===== src/rtl/lv_reg_bank_if.sv =====
// SPI-slave to register-bank request/response bus.
// The master side (SPI slave) raises one-cycle requests; the bank answers with one-cycle acks.
interface lv_reg_bank_if;
    logic       i_spi_reg_wr_req;
    logic       i_spi_reg_rd_req;
    logic [6:0] i_spi_reg_addr;
    logic [7:0] i_spi_reg_wdata;
    logic [7:0] i_spi_reg_wcrc;
    logic       o_reg_spi_wack;
    logic       o_reg_spi_rack;
    logic [7:0] o_reg_spi_data;
    logic [6:0] o_reg_spi_addr;
    logic       o_reg_crc_err;
    logic       o_reg_req_err;

    modport master (
        output i_spi_reg_wr_req, i_spi_reg_rd_req, i_spi_reg_addr, i_spi_reg_wdata, i_spi_reg_wcrc,
        input  o_reg_spi_wack, o_reg_spi_rack, o_reg_spi_data, o_reg_spi_addr,
               o_reg_crc_err, o_reg_req_err
    );

    modport slave (
        input  i_spi_reg_wr_req, i_spi_reg_rd_req, i_spi_reg_addr, i_spi_reg_wdata, i_spi_reg_wcrc,
        output o_reg_spi_wack, o_reg_spi_rack, o_reg_spi_data, o_reg_spi_addr,
               o_reg_crc_err, o_reg_req_err
    );
endinterface


===== src/rtl/lv_reg_bank.sv =====
// 8-bit register bank behind an SPI slave: CRC-8 (poly 0x07) protected writes,
// one-cycle reads, chip-ID at 0x00 and a saturating CRC-error counter in the top register.
module lv_reg_bank #(
    parameter int          REG_NUM = 16,
    parameter logic [7:0]  CHIP_ID = 8'hA5
) (
    input  logic           i_clk,
    input  logic           i_rst,
    lv_reg_bank_if.slave   bus,
    output logic [7:0]     o_cfg0,
    output logic [7:0]     o_cfg1
);
    localparam logic [6:0] STAT_ADDR = 7'(REG_NUM - 1);

    typedef enum logic [1:0] {IDLE, RD, CRC, WR} state_t;

    state_t      state, state_nxt;
    logic [6:0]  waddr_q;
    logic [7:0]  wdata_q;
    logic [7:0]  wcrc_q;
    logic [7:0]  crc_q;
    logic [3:0]  bit_cnt;
    logic [7:0]  err_cnt;
    logic        busy_err_q;
    logic [7:0]  rdata_q;
    logic [6:0]  raddr_q;

    logic        wr_go, rd_go, crc_ok, waddr_rw, do_write, do_clear, do_crc_err;
    logic        waddr_bad, raddr_bad;
    logic [15:0] msg;
    logic        fb;
    logic [7:0]  crc_step;
    logic [7:0]  rd_sel;
    logic [7:0]  rd_view [REG_NUM];

    // Write wins a simultaneous request; the read is dropped.
    assign wr_go = (state == IDLE) && bus.i_spi_reg_wr_req;
    assign rd_go = (state == IDLE) && bus.i_spi_reg_rd_req && !bus.i_spi_reg_wr_req;

    assign msg      = {1'b1, waddr_q, wdata_q};
    assign fb       = crc_q[7] ^ msg[4'd15 - bit_cnt];
    assign crc_step = {crc_q[6:0], 1'b0} ^ (fb ? 8'h07 : 8'h00);
    assign crc_ok   = (crc_q == wcrc_q);

    assign waddr_bad  = (waddr_q == 7'd0) || (int'(waddr_q) >= REG_NUM);
    assign raddr_bad  = (int'(raddr_q) >= REG_NUM);
    assign waddr_rw   = !waddr_bad && (waddr_q != STAT_ADDR);
    assign do_write   = (state == WR) && crc_ok && waddr_rw;
    assign do_clear   = (state == WR) && crc_ok && (waddr_q == STAT_ADDR);
    assign do_crc_err = (state == WR) && !crc_ok;

    // FSM: state register
    always_ff @(posedge i_clk) begin
        if (i_rst) state <= IDLE;
        else       state <= state_nxt;
    end

    // FSM: next state
    always_comb begin
        state_nxt = state;
        case (state)
            IDLE: begin
                if (wr_go)      state_nxt = CRC;
                else if (rd_go) state_nxt = RD;
            end
            RD:  state_nxt = IDLE;
            CRC: if (bit_cnt == 4'd15) state_nxt = WR;
            WR:  state_nxt = IDLE;
            default: state_nxt = IDLE;
        endcase
    end

    // FSM: outputs
    always_comb begin
        bus.o_reg_spi_wack = (state == WR) && crc_ok;
        bus.o_reg_crc_err  = (state == WR) && !crc_ok;
        bus.o_reg_spi_rack = (state == RD);
        bus.o_reg_req_err  = busy_err_q
                           || ((state == IDLE) && bus.i_spi_reg_wr_req && bus.i_spi_reg_rd_req && !i_rst)
                           || ((state == WR) && crc_ok && waddr_bad)
                           || ((state == RD) && raddr_bad);
    end

    assign bus.o_reg_spi_data = rdata_q;
    assign bus.o_reg_spi_addr = raddr_q;

    // Read mux on the live request address so data is ready alongside rack.
    always_comb begin
        rd_sel = 8'h00;
        for (int i = 0; i < REG_NUM; i++)
            if (bus.i_spi_reg_addr == 7'(i)) rd_sel = rd_view[i];
    end

    always_ff @(posedge i_clk) begin
        if (i_rst) begin
            waddr_q    <= '0;
            wdata_q    <= '0;
            wcrc_q     <= '0;
            crc_q      <= '0;
            bit_cnt    <= '0;
            err_cnt    <= '0;
            busy_err_q <= 1'b0;
            rdata_q    <= '0;
            raddr_q    <= '0;
        end else begin
            busy_err_q <= (state != IDLE) && (bus.i_spi_reg_wr_req || bus.i_spi_reg_rd_req);
            if (wr_go) begin
                waddr_q <= bus.i_spi_reg_addr;
                wdata_q <= bus.i_spi_reg_wdata;
                wcrc_q  <= bus.i_spi_reg_wcrc;
                crc_q   <= 8'h00;
                bit_cnt <= 4'd0;
            end else if (rd_go) begin
                raddr_q <= bus.i_spi_reg_addr;
                rdata_q <= rd_sel;
            end
            if (state == CRC) begin
                crc_q   <= crc_step;
                bit_cnt <= bit_cnt + 4'd1;
            end
            if (do_crc_err && err_cnt != 8'hFF) err_cnt <= err_cnt + 8'd1;
            else if (do_clear)                  err_cnt <= 8'h00;
        end
    end

    assign rd_view[0]         = CHIP_ID;
    assign rd_view[REG_NUM-1] = err_cnt;

    for (genvar i = 1; i < REG_NUM - 1; i++) begin : g_rw
        logic [7:0] r;
        always_ff @(posedge i_clk) begin
            if (i_rst)                               r <= 8'h00;
            else if (do_write && waddr_q == 7'(i))   r <= wdata_q;
        end
        assign rd_view[i] = r;
    end

    assign o_cfg0 = rd_view[1];
    assign o_cfg1 = rd_view[2];
endmodule


===== src/flat_wrapper.sv =====
// flat-port wrapper written by rule: the top's interface ports become plain ports
module lv_reg_bank_flat 
#(
    parameter int          REG_NUM = 16,
    parameter logic [7:0]  CHIP_ID = 8'hA5
)
  (i_clk, i_rst, o_cfg0, o_cfg1, bus_i_spi_reg_wr_req, bus_i_spi_reg_rd_req, bus_i_spi_reg_addr, bus_i_spi_reg_wdata, bus_i_spi_reg_wcrc, bus_o_reg_spi_wack, bus_o_reg_spi_rack, bus_o_reg_spi_data, bus_o_reg_spi_addr, bus_o_reg_crc_err, bus_o_reg_req_err);
  lv_reg_bank_if bus_i ();
  input  logic i_clk;
  input  logic i_rst;
  output logic [7:0] o_cfg0;
  output logic [7:0] o_cfg1;
  input wire logic [$bits(bus_i.i_spi_reg_wr_req)-1:0] bus_i_spi_reg_wr_req;
  input wire logic [$bits(bus_i.i_spi_reg_rd_req)-1:0] bus_i_spi_reg_rd_req;
  input wire logic [$bits(bus_i.i_spi_reg_addr)-1:0] bus_i_spi_reg_addr;
  input wire logic [$bits(bus_i.i_spi_reg_wdata)-1:0] bus_i_spi_reg_wdata;
  input wire logic [$bits(bus_i.i_spi_reg_wcrc)-1:0] bus_i_spi_reg_wcrc;
  output wire logic [$bits(bus_i.o_reg_spi_wack)-1:0] bus_o_reg_spi_wack;
  output wire logic [$bits(bus_i.o_reg_spi_rack)-1:0] bus_o_reg_spi_rack;
  output wire logic [$bits(bus_i.o_reg_spi_data)-1:0] bus_o_reg_spi_data;
  output wire logic [$bits(bus_i.o_reg_spi_addr)-1:0] bus_o_reg_spi_addr;
  output wire logic [$bits(bus_i.o_reg_crc_err)-1:0] bus_o_reg_crc_err;
  output wire logic [$bits(bus_i.o_reg_req_err)-1:0] bus_o_reg_req_err;
  assign bus_i.i_spi_reg_wr_req = bus_i_spi_reg_wr_req;
  assign bus_i.i_spi_reg_rd_req = bus_i_spi_reg_rd_req;
  assign bus_i.i_spi_reg_addr = bus_i_spi_reg_addr;
  assign bus_i.i_spi_reg_wdata = bus_i_spi_reg_wdata;
  assign bus_i.i_spi_reg_wcrc = bus_i_spi_reg_wcrc;
  assign bus_o_reg_spi_wack = bus_i.o_reg_spi_wack;
  assign bus_o_reg_spi_rack = bus_i.o_reg_spi_rack;
  assign bus_o_reg_spi_data = bus_i.o_reg_spi_data;
  assign bus_o_reg_spi_addr = bus_i.o_reg_spi_addr;
  assign bus_o_reg_crc_err = bus_i.o_reg_crc_err;
  assign bus_o_reg_req_err = bus_i.o_reg_req_err;
  lv_reg_bank #(.REG_NUM(REG_NUM), .CHIP_ID(CHIP_ID)) u_core (.i_clk(i_clk), .i_rst(i_rst), .bus(bus_i), .o_cfg0(o_cfg0), .o_cfg1(o_cfg1));
endmodule

===== config.mk =====
export PLATFORM = sky130hd
export DESIGN_NAME = lv_reg_bank_flat
export DESIGN_NICKNAME = d
export VERILOG_FILES = /design/src/rtl/lv_reg_bank_if.sv /design/src/rtl/lv_reg_bank.sv /design/src/flat_wrapper.sv
export SDC_FILE = /design/constraint.sdc
export NUM_CORES = 1
export LEC_CHECK = 0
export ABC_CLOCK_PERIOD_IN_PS = 6200
export CORE_MARGIN = 2
export CORE_UTILIZATION = 45
export CTS_BUF_LIST = sky130_fd_sc_hd__clkbuf_4 sky130_fd_sc_hd__clkbuf_8 sky130_fd_sc_hd__clkbuf_16
export DETAILED_ROUTE_END_ITERATION = 8
export GPL_TIMING_DRIVEN = 0
export PLACE_DENSITY = 0.71
export SETUP_SLACK_MARGIN = 0.2
export SLEW_MARGIN = 40
export SYNTH_ARGS = -nofsm -noshare
export SYNTH_HDL_FRONTEND = slang
export SYNTH_SLANG_ARGS = --single-unit

===== constraint.sdc =====
create_clock -name i_clk -period 6.2 [get_ports i_clk]
set_clock_uncertainty 0.15 [all_clocks]
set_input_delay 1.24 -clock i_clk [delete_from_list [all_inputs] [get_ports i_clk]]
set_output_delay 1.24 -clock i_clk [all_outputs]
set_load 0.01 [all_outputs]

# ---- Word-level counts from Yosys, hierarchy flattened
# Index checks and enable logic that the tools add are counted.
dict set report word_totals {
  input_bits 27
  output_inout_bits 35
  register_bits 173
}
dict set report op_classes {
  n_mux 29
  magnitude_cmp 3
  n_eq_ne 39
  bitwise 3
  n_reduce_logical 46
  add_sub_neg 3
}
# cell count
set op_table {}
lappend op_table {{$mux W8} 20}
lappend op_table {{$eq A7 B4 Y1 const B} 16}
lappend op_table {{$eq A7 B3 Y1 const B} 8}
lappend op_table {{$eq A7 B2 Y1 const B} 4}
lappend op_table {{$logic_and A1 B1 Y1} 28}
lappend op_table {{$eq A7 B1 Y1 const B} 2}
lappend op_table {{$ge A7 B5 Y1 const B} 2}
lappend op_table {{$logic_not A7 Y1} 2}
lappend op_table {{$add A8 B1 Y8 const B} 1}
lappend op_table {{$eq A8 B8 Y1} 1}
lappend op_table {{$mux W4} 2}
lappend op_table {{$ne A8 B8 Y1 const B} 1}
lappend op_table {{$xor A8 B8 Y8} 1}
lappend op_table {{$ne A7 B4 Y1 const B} 1}
lappend op_table {{$mux W2} 3}
lappend op_table {{$pmux W2 S3} 1}
lappend op_table {{$reduce_bool A2 Y1} 3}
lappend op_table {{$logic_or A1 B1 Y1} 5}
lappend op_table {{$lt A4 B5 Y1 const B} 1}
lappend op_table {{$add A4 B1 Y4 const B} 1}
lappend op_table {{$bmux W1 S4} 1}
lappend op_table {{$eq A2 B2 Y1 const B} 2}
lappend op_table {{$eq A4 B4 Y1 const B} 1}
lappend op_table {{$logic_not A1 Y1} 4}
lappend op_table {{11 further kinds} 12}

# ---- Depth between registers and ports, before layout
dict set report depth {
  depth_word 17
  ltp_mapped 9
  depth_no_buf 7
}

# ---- Worst setup path after synthesis
# No wires, ideal clock.
dict set report synth_path {
  kind {input -> output}
  from {input port i_rst}
  to {output port bus_o_reg_req_err}
  stages 3
  t_required_ns 4.810
  slack_ns 2.828
  arrival_time_ns 1.982
  path_cell_list {clkbuf_1 nor3b_1 a2111o_1}
}
dict set report synth_between {
  elab_chain_cells 5
}
# item line
set synth_rtl {}
lappend synth_rtl {{start: declaration} flat_wrapper.sv:10} ;# input logic i_rst;
lappend synth_rtl {{$logic_not A1 Y1} lv_reg_bank.sv:79} ;# || ((state == IDLE) && bus.i_spi_reg_wr_req && bus.i_spi_reg_rd_req && !i_rst)
lappend synth_rtl {{$logic_and A1 B1 Y1} lv_reg_bank.sv:79}
lappend synth_rtl {{$logic_or A1 B1 Y1} lv_reg_bank.sv:79}
lappend synth_rtl {{$logic_or A1 B1 Y1} lv_reg_bank.sv:80} ;# || ((state == WR) && crc_ok && waddr_bad)
lappend synth_rtl {{$logic_or A1 B1 Y1} lv_reg_bank.sv:81} ;# || ((state == RD) && raddr_bad);
lappend synth_rtl {{end: declaration} flat_wrapper.sv:23} ;# output wire logic [$bits(bus_i.o_reg_req_err)-1:0] bus_o_reg_req_err;
# No other way between the ends.

# ---- Worst setup path in the final report
# Ends and elaborated chain as after synthesis.

==> results.md <==
- Biggest area contributors in the synthesized netlist: dfxtp_1 (43%), mux2i_1 (16%), nor2_1 (6.5%)
- Vias in the first global route: 6,703
- Hold Buf Count CTS: 0
- Area overhead of the layout relative to synthesis: 18.37%
- Number of buffers on the longest clock path: 2
- Clock Pin Slew Worst Setup and Hold Paths: 0.06 ns
- Flip-flop and latch count after synthesis: 173
- Overall via count from detail_route: 7,183
- Cell type with the highest aggregate area in the netlist: dfxtp_1
- Drt first-iter violations: 790
- Initial Util: 45.40%
- Finished layout cell area: 9588 um2
- HPWL after DPL: 18.24 mm
- Number of library cell types mapped by synthesis: 62
- Post-synth EDFFs: 0
- Wire length of the first global-routing pass: 39.74 mm
- Total Neg Setup Slack: 0 ns
- Clk Latency, worst-skew pair: 0.44 ns
- Number of standard-cell rows in the floorplan: 49
- Upper clock frequency limit: 0.2069 GHz
- Number of antenna violations at the first check in global routing: 0
- Worst path bufs/invs: 3
- Post-CTS setup repair buffer count: 0
- Share of the clock period used by the worst path: 77.97%
- Reg2Reg Setup Slack: 3.25 ns
- Beginning of the critical path: i_rst
- Final critical delay including setup and external delays: 4.834 ns
- CP startpoint kind: input pin
- Overall overflow remaining after global route: 0
- Number of input and output port buffers inserted: 60
- Hold path startpoint: u_core.bus.o_reg_spi_addr[0]
- Detailed Routing Iterations Pass 1: 6
- Worst slew slack as a fraction of its limit: 40.24%
- Mean routed wirelength per cell: 21.36 um
- Most repeated cell in the gate-level netlist after synthesis: dfxtp_1
- Path class of the lowest-slack min-delay path: register to register
- Post-Synthesis Cells: 896
- Routability congestion estimate: 1.019
- R2R Path Start: u_core.crc_q[7]
- CP Data Arrival Time: 3.44 ns
- Power density normalized to cell area: 258.9 nW/um2
- I/O pin count: 62
- Resized cells post-CTS: 0
- Static leakage: 3.494 nW
- End-of-flow core utilization: 53.74%
- Overall die area: 19,090 um2
- Gate family responsible for the most delay along the worst path: buffers and inverters
- CTS tree: done
- Async SR Flop Fraction: 0%
- Die Span X: 138.2 um
- Final setup vio count: 0
- Result of the run: finished clean
- Via-to-Cell Ratio: 5.897
- Top cell type's share of synthesized area: 42.76%
- Post-detailed-route count of antenna-violating nets: 0
- CTS Sinks: 173
- Net count of the mapped netlist: 925
- Maximum number of pins on one net before global-route repair: 17
- Antenna fix cells: 0
- Core footprint: 17,840 um2
- Actual slew at the worst max-slew pin: 0.8964 ns
- CTS Buf Count: 17
- Most prevalent standard cell on the critical path: clkdlybuf4s50_1
- Crit. End Element: primary output
- Sequential share of the synthesized area: 42.76%
- Total global routing track utilization: 26.76%
- Yosys warning total: 0
- Number of levels the H-tree was split into: 4
- Hold Slack: 0.3067 ns
- Worst Path Class, Setup: input pin to primary output
- Max-slew violations: 0
- Final hold vios: 0
- Slowest CP cell: clkdlybuf4s50_1
- Post-detailed-route DRC marker count: 0
- Die extent in y: 138.2 um
- Root Driver: clkbuf_16
- Critical Path Fanout Max: 10
- Setup repair after global routing missed its margin: no
- Delay of the slowest cell on the worst path: 0.62 ns
- Critical path, cell by cell: clkdlybuf4s50_1 > clkbuf_1 > nor3b_1 > a2111o_1 > clkdlybuf4s50_1
- Placed Area: 8996 um2
- Cell types with the highest counts after synthesis: dfxtp_1 (173), nor2_1 (140), mux2i_1 (130)
- Final wirelength: 26.02 mm
- Area of the mapped netlist: 8100 um2
- Mapped Avg Cell Area: 9.040 um2
- Number of maximum-capacitance constraint violations: 0
- Net count, final: 1,005
- Required time at the endpoint of the critical path: 4.81 ns
- Top_reg_cell synth: dfxtp_1
- Count of fill cells added during filler insertion: 1,632
- Fraction of layout cells with a size suffix above 1: 7.381%
- Worst IR drop on VDD: 0.0002236 V
[placed cells by master (no fill, tap or decap), types with 5 or more instances in the layout]
| cell | synthesis | layout |
|---|---|---|
| clkbuf_1 | 57 | 57 |
| a22oi_1 | 8 | 8 |
| o22ai_1 | 5 | 5 |
| nor3_1 | 13 | 13 |
| xnor2_1 | 11 | 11 |
| nand3_1 | 16 | 16 |
| a22o_1 | 6 | 6 |
| buf_1 | 5 | 5 |
| nor4_1 | 5 | 5 |
| buf_2 | 6 | 6 |
| dfxtp_1 | 173 | 173 |
| clkdlybuf4s50_1 | 0 | 60 |
| mux2i_1 | 130 | 130 |
| nand2_1 | 93 | 93 |
| or4_1 | 7 | 7 |
| nor2b_1 | 10 | 10 |
| o21ai_0 | 23 | 23 |
| inv_1 | 6 | 6 |
| nor3_4 | 8 | 8 |
| and2_1 | 6 | 6 |
| nor2_1 | 140 | 140 |
| mux2_2 | 11 | 11 |
| nand2b_1 | 10 | 10 |
| mux4_2 | 7 | 7 |
| clkbuf_16 | 0 | 17 |
| a21oi_1 | 62 | 62 |
| a221oi_1 | 8 | 8 |
[worst reg2reg max path, delay by kind of cell, from the launching register on]
kind	cells	cell delay (ns)
AND/OR/NAND/NOR	4	1.51
flip-flops	1	0.41
buffers and inverters	2	0.35
multiplexers	1	0.26
XOR/XNOR	1	0.16
[layout make-up]
class                      instances  area (um2)  share of cell area, %
tap                              229       286.5                  2.988
clock inverter                    13       140.1                  1.462
buffer                            70       290.3                  3.028
clock buffer                      19       446.7                  4.659
multi-input combinational        646        4329                  45.15
inverter                           7       26.28                 0.2740
timing repair buffer              61       605.6                  6.316
sequential                       173        3463                  36.12
[stage by stage]
step | total power (W) | worst slack (ns) | std cells
2_1_floorplan | 0.001307 | 2.828 | 896
3_3_place_gp | 0.001409 | 1.256 | 1185
3_5_place_dp | 0.001411 | 1.320 | 1185
4_1_cts | 0.002476 | 1.400 | 1217
5_1_grt | 0.002542 | 1.341 | 1218
6_report | 0.002482 | 1.366 | 1218
[worst paths after layout]
check / to / cells after the start
worst max-delay path: bus_o_reg_req_err / 5
worst min-delay path: u_core.bus.o_reg_spi_addr[0] / 2
worst max register to register: u_core.g_rw[12].r[2] / 8
worst min register to register: u_core.bus.o_reg_spi_addr[0] / 2
[routing by layer]
| layer | global-route usage (%) | share of wire (%) | vias to the layer above |
|---|---|---|---|
| met1 | 36.78 | 43 | 3422 |
| li1 | - | - | 3354 |
| met4 | 10.85 | 3.2 | 0 |
| met5 | 0 | 0 | - |
| met3 | 4.815 | 8.3 | 54 |
| met2 | 41.87 | 45 | 353 |
[cell families after synthesis]
group	share of synthesized area, %
simple gates	19.77
flops	42.76
compound gates	12.53
mux	19.54
buf+inv	3.908
xor+xnor	1.189
fa+ha+maj	0.3089
[registers in the layout, indices dropped and copies added, names as in the netlist, 4 cells and up]
register / flops
u_core.g_rw.r: 96
u_core.bus.o_reg_spi_data: 8
u_core.crc_q: 8
u_core.err_cnt: 8
u_core.o_cfg0: 8
u_core.o_cfg1: 8
u_core.wcrc_q: 8
u_core.wdata_q: 8
u_core.bus.o_reg_spi_addr: 7
u_core.waddr_q: 7
u_core.bit_cnt: 4
[report_power, final]
group / internal, W / total (W) / switching (W)
combinational: 0.0000807 / 0.000243 / 0.000162
clock: 0.000611 / 0.00109 / 0.000477
sequential: 0.00113 / 0.00115 / 0.0000222
Note: power is estimated with default switching activity, not from simulation.
